File: src/rtl/tisc_wb_arbiter.sv
// Round-robin WISHBONE arbiter: three masters share one slave-side bus, with
// the grant locked for a whole CYC burst and a stall timeout that forces err.
module tisc_wb_arbiter #(
    parameter int unsigned ADR_WIDTH = 21,
    parameter int unsigned DAT_WIDTH = 32,
    parameter int unsigned SEL_WIDTH = 4,
    parameter int unsigned TIMEOUT   = 255
) (
    input  logic                   clk_i,
    input  logic                   rst_i,
    input  logic [2:0]             m_cyc_i,
    input  logic [2:0]             m_stb_i,
    input  logic [2:0]             m_we_i,
    input  logic [3*ADR_WIDTH-1:0] m_adr_i,
    input  logic [3*DAT_WIDTH-1:0] m_dat_i,
    input  logic [3*SEL_WIDTH-1:0] m_sel_i,
    output logic [DAT_WIDTH-1:0]   m_dat_o,
    output logic [2:0]             m_ack_o,
    output logic [2:0]             m_err_o,
    output logic [2:0]             m_rty_o,
    output logic                   cyc_o,
    output logic                   stb_o,
    output logic                   we_o,
    output logic [ADR_WIDTH-1:0]   adr_o,
    output logic [DAT_WIDTH-1:0]   dat_o,
    output logic [SEL_WIDTH-1:0]   sel_o,
    input  logic [DAT_WIDTH-1:0]   dat_i,
    input  logic                   ack_i,
    input  logic                   err_i,
    input  logic                   rty_i,
    output logic [2:0]             grant_o,
    output logic                   timeout_o
);

    localparam int unsigned NUM_M = 3;
    localparam int unsigned CNT_W = $clog2(TIMEOUT + 1);

    typedef enum logic [1:0] {S_IDLE, S_BUSY, S_DRAIN} state_t;

    state_t           state_q, state_d;
    logic [2:0]       gnt_q, gnt_d;
    logic [1:0]       last_q, last_d;
    logic [CNT_W-1:0] cnt_q, cnt_d;

    logic       sel_cyc, sel_stb, busy, stall, to_hit;
    logic [1:0] gnt_idx, cand;
    logic [2:0] win;

    // Granted-master view, stall detection and round-robin winner search
    always_comb begin
        sel_cyc = |(m_cyc_i & gnt_q);
        sel_stb = |(m_stb_i & gnt_q);
        busy    = (state_q == S_BUSY);
        stall   = busy & sel_cyc & sel_stb & ~(ack_i | err_i | rty_i);
        to_hit  = stall & (cnt_q == CNT_W'(TIMEOUT));
        gnt_idx = gnt_q[1] ? 2'd1 : (gnt_q[2] ? 2'd2 : 2'd0);
        win     = '0;
        cand    = '0;
        for (int k = 1; k <= 3; k++) begin
            cand = 2'((int'(last_q) + k) % 3);
            if (win == 3'b000 && m_cyc_i[cand]) win = 3'(1) << cand;
        end
    end

    always_ff @(posedge clk_i) begin
        if (rst_i) begin
            state_q <= S_IDLE;
            gnt_q   <= '0;
            last_q  <= 2'd2;
            cnt_q   <= '0;
        end else begin
            state_q <= state_d;
            gnt_q   <= gnt_d;
            last_q  <= last_d;
            cnt_q   <= cnt_d;
        end
    end

    always_comb begin
        state_d = state_q;
        gnt_d   = gnt_q;
        last_d  = last_q;
        cnt_d   = '0;
        case (state_q)
            S_IDLE: begin
                if (win != 3'b000) begin
                    state_d = S_BUSY;
                    gnt_d   = win;
                end
            end
            S_BUSY: begin
                if (!sel_cyc) begin
                    state_d = S_IDLE;
                    gnt_d   = '0;
                    last_d  = gnt_idx;
                end else if (to_hit) begin
                    state_d = S_DRAIN;
                end else if (stall) begin
                    cnt_d = cnt_q + CNT_W'(1);
                end
            end
            S_DRAIN: begin
                if (!sel_cyc) begin
                    state_d = S_IDLE;
                    gnt_d   = '0;
                    last_d  = gnt_idx;
                end
            end
            default: state_d = S_IDLE;
        endcase
    end

    // Slave side follows the granted master only while BUSY; DRAIN blocks responses
    always_comb begin
        m_dat_o   = dat_i;
        grant_o   = gnt_q;
        cyc_o     = 1'b0;
        stb_o     = 1'b0;
        we_o      = 1'b0;
        adr_o     = '0;
        dat_o     = '0;
        sel_o     = '0;
        m_ack_o   = '0;
        m_err_o   = '0;
        m_rty_o   = '0;
        timeout_o = to_hit;
        if (busy) begin
            cyc_o = sel_cyc;
            stb_o = sel_cyc & sel_stb;
            we_o  = |(m_we_i & gnt_q);
            for (int n = 0; n < NUM_M; n++) begin
                adr_o = adr_o | (m_adr_i[n*ADR_WIDTH +: ADR_WIDTH] & {ADR_WIDTH{gnt_q[n]}});
                dat_o = dat_o | (m_dat_i[n*DAT_WIDTH +: DAT_WIDTH] & {DAT_WIDTH{gnt_q[n]}});
                sel_o = sel_o | (m_sel_i[n*SEL_WIDTH +: SEL_WIDTH] & {SEL_WIDTH{gnt_q[n]}});
            end
            m_ack_o = gnt_q & {3{ack_i}};
            m_err_o = gnt_q & {3{err_i | to_hit}};
            m_rty_o = gnt_q & {3{rty_i}};
        end
    end

endmodule
File: config.mk
export PLATFORM = sky130hd
export DESIGN_NAME = tisc_wb_arbiter
export DESIGN_NICKNAME = d
export VERILOG_FILES = /design/src/rtl/tisc_wb_arbiter.sv
export SDC_FILE = /design/constraint.sdc
export NUM_CORES = 1
export LEC_CHECK = 0
export CAP_MARGIN = 20
export CORE_AREA = 2 2 124 126
export DETAILED_ROUTE_END_ITERATION = 7
export DIE_AREA = 0 0 126 128
export SLEW_MARGIN = 15
export SYNTH_ARGS = -nofsm -noshare
export SYNTH_HDL_FRONTEND = slang
export SYNTH_SLANG_ARGS = --single-unit
File: constraint.sdc
create_clock -name clk_i -period 6.95 [get_ports clk_i]
set_input_delay 1.39 -clock clk_i [delete_from_list [all_inputs] [get_ports clk_i]]
set_output_delay 1.39 -clock clk_i [all_outputs]
set_load 0.1 [all_outputs]
==> results.json <==
{
  "cts_hold_buf": 0,
  "synth_edf_count": 0,
  "synth_top_area_share_pct": 24.86,
  "n_antenna_cell": 0,
  "syn_inst": 312,
  "regArea_sq_um": 304.0,
  "maxSlewHeadroom_pct": 33.01,
  "post-route-period-util_pct": 82.23,
  "clk_pin_slew_ns": 0.05,
  "post_cts_resized": 0,
  "crit_type": "in -> out",
  "place.gp.congestion": 0.8058,
  "synth.distinct_cells": 43,
  "io_buffer_count": 257,
  "crit_fanout": 9,
  "die_width_microns": 126,
  "p_per_area_nw_per_um2": 366.3,
  "maxCapViolations": 0,
  "drive_gt1_share_pct": 4.305,
  "root_buffer": "clkbuf_16",
  "antenna_found_initial": 0,
  "antenna_left": 0,
  "multi_input_area_sq_um": 1690,
  "ys_async_sr_fraction_pct": 0,
  "routed_wl_mm": 11.22,
  "dieArea_sq_um": 16130,
  "grt_pass1_vias": 3373,
  "ys_top_cells_by_area": "a222oi_1 (25%), nor2b_1 (16%), dfxtp_1 (12%)",
  "clock-sinks": 15,
  "layout_setup_ws_ns": 1.235,
  "routedWlPerCell_microns": 16.05,
  "coreArea_sq_um": 14860,
  "rsz0062_at_grt": "false",
  "dp_slack_ns": 1.257,
  "die_h_microns": 128,
  "cts_setup_buffers": 0,
  "syn-cell-area_sq_um": 2416,
  "cp-end-kind": "output port",
  "cts_tree": "built",
  "grt_max_degree": 70,
  "leakage_uw": 0.001657,
  "drc": 0,
  "viasPerCell": 4.783,
  "fill_cells": 1553,
  "final.setup.tns_ns": 0,
  "timing.final.crit_period_ns": 5.715,
  "ir_drop_v": 0.0001656,
  "synth_seq_cells": 15,
  "design_area_sq_um": 4950,
  "first_pass_iters": 5,
  "yosys.area.top_type": "a222oi_1",
  "synth-seq-area-share_pct": 12.43,
  "grtUsageTotal_pct": 12.39,
  "post_dp_cell_area_sq_um": 4860,
  "arrival_ns": 4.33,
  "area_growth_pct": 104.9,
  "overflow": 0,
  "grt_pass1_wl_mm": 16.70,
  "vias": 3343,
  "status": "finished, final reports clean",
  "layout.nets": 737,
  "start_kind": "input pin",
  "cts_buffers": 3,
  "std_cell_rows": 45,
  "synthFlopType": "dfxtp_1",
  "start_util_pct": 16.25,
  "syn-num-nets": 537,
  "clk_path_buf_depth": 2,
  "min_path_type": "reg -> reg",
  "hold_viol": 0,
  "boundaryPins": 322,
  "setup_viol": 0,
  "max_freq_ghz": 0.1750,
  "ys.warnings.count": 0,
  "clkLatencyLatePin_ns": 0.24,
  "hpwlAfterDp_mm": 8.459,
  "htreeDepth": 1,
  "required_ns": 5.56,
  "drt_iter0_drc": 353,
  "reg2reg_slack_ns": 4.38,
  "avgSynthCellArea_sq_um": 7.744,
  "finClkSkew_ns": 0.0005951,
  "worst_slew_pin_slew_ns": 1.002,
  "drv_slew": 0
}
-- registers in the layout, summed over array words and instances, names as in the netlist --
signal,count
cnt_q,8
grant_o,3
last_q,2
state_q,2
-- cell type report --
class	instances	area share [%]
inverters	12	0.9100
well taps	188	4.752
multi-input cells	220	34.15
repair buffers	260	52.43
clock inverters	1	0.1011
flip-flops and latches	15	6.143
clock buffers	3	1.517
-- path summary, 6_finish.rpt --
path                   start         end  cells after the start
setup reg to reg  grant_o[1]  state_q[0]                      7
setup / recovery  m_cyc_i[2]  m_err_o[2]                      7
hold reg to reg     cnt_q[0]    cnt_q[0]                      1
hold / removal      cnt_q[0]    cnt_q[0]                      1
-- power breakdown --
| group | internal, uW | switching [uW] |
|---|---|---|
| Combinational | 504 | 1040 |
| Clock | 76.8 | 34.5 |
| Sequential | 102 | 60.7 |
-- cell usage after synthesis (2+ instances only) --
cell,instances
dfxtp_1,15
nand2b_1,2
nand3_1,7
mux2_4,2
a21boi_0,2
nor3_1,2
xnor2_1,2
and3_1,8
a222oi_1,60
nor2b_1,62
o32ai_1,3
nand2_1,14
buf_6,3
inv_1,12
clkbuf_1,25
ha_1,8
nor2_1,14
xor2_1,4
a21oi_1,6
buf_4,33
o21ai_0,2
mux2i_1,3
buf_1,2
buf_2,2
-- worst max-delay path, cell delays in order --
cell and delay, ns:
clkdlybuf4s50_1 0.65, a222oi_1 0.23, nand2b_4 0.24, nor4_2 0.43, nor2_1 0.12, nor2_1 0.12
clkdlybuf4s50_1 1.14
-- cell families (layout without fill, tap and decap cells) --
kind of cell | Yosys count | in the layout | share of synthesized area (%)
and+or+nand+nor | 116 | 116 | 27.76
muxes | 5 | 5 | 2.486
AOI/OAI and AO/OA | 85 | 85 | 32.88
xor gates and xnor gates | 6 | 6 | 2.175
adders and majority gates | 8 | 8 | 4.143
DFF | 15 | 15 | 12.43
buffers and inverters | 77 | 276 | 18.13
-- cells in the final DEF, fill, tap and decap left out, drive strengths merged, types with 2 or more instances in the layout --
cell / Yosys / final
nor2b: 62 / 62
nand2b: 3 / 3
clkdlybuf4s50: 0 / 257
mux2: 2 / 2
o32a: 2 / 2
a21oi: 7 / 7
o21ai: 3 / 3
nor2: 14 / 14
mux2i: 3 / 3
o32ai: 3 / 3
nand3: 7 / 7
nand2: 14 / 14
a21boi: 2 / 2
and3: 8 / 8
inv: 12 / 12
nor3: 3 / 3
clkbuf: 25 / 3
xnor2: 2 / 2
a222oi: 60 / 60
dfxtp: 15 / 15
buf: 40 / 3
xor2: 4 / 4
ha: 8 / 8
-- metal layers --
layer  wire (microns)  track usage (%)
met4              138            2.973
met5                0                0
met3             1083            3.214
met1             4258            13.70
met2             5741            23.59
-- through the flow --
step | hold slack (ns) | power [uW] | util [%] | std cells
after global routing | 0.5053 | 1914 | 33.30 | 699
after CTS | 0.4713 | 1824 | 33.23 | 699
after floorplan | 0.4258 | 1398 | - | 312
after detailed placement | 0.4600 | 1706 | 32.69 | 695
final | 0.4625 | 1813 | 33.30 | 699
after global placement | 0.4404 | 1694 | 32.69 | 695
No activity file was read; power rests on OpenSTA's default activity.
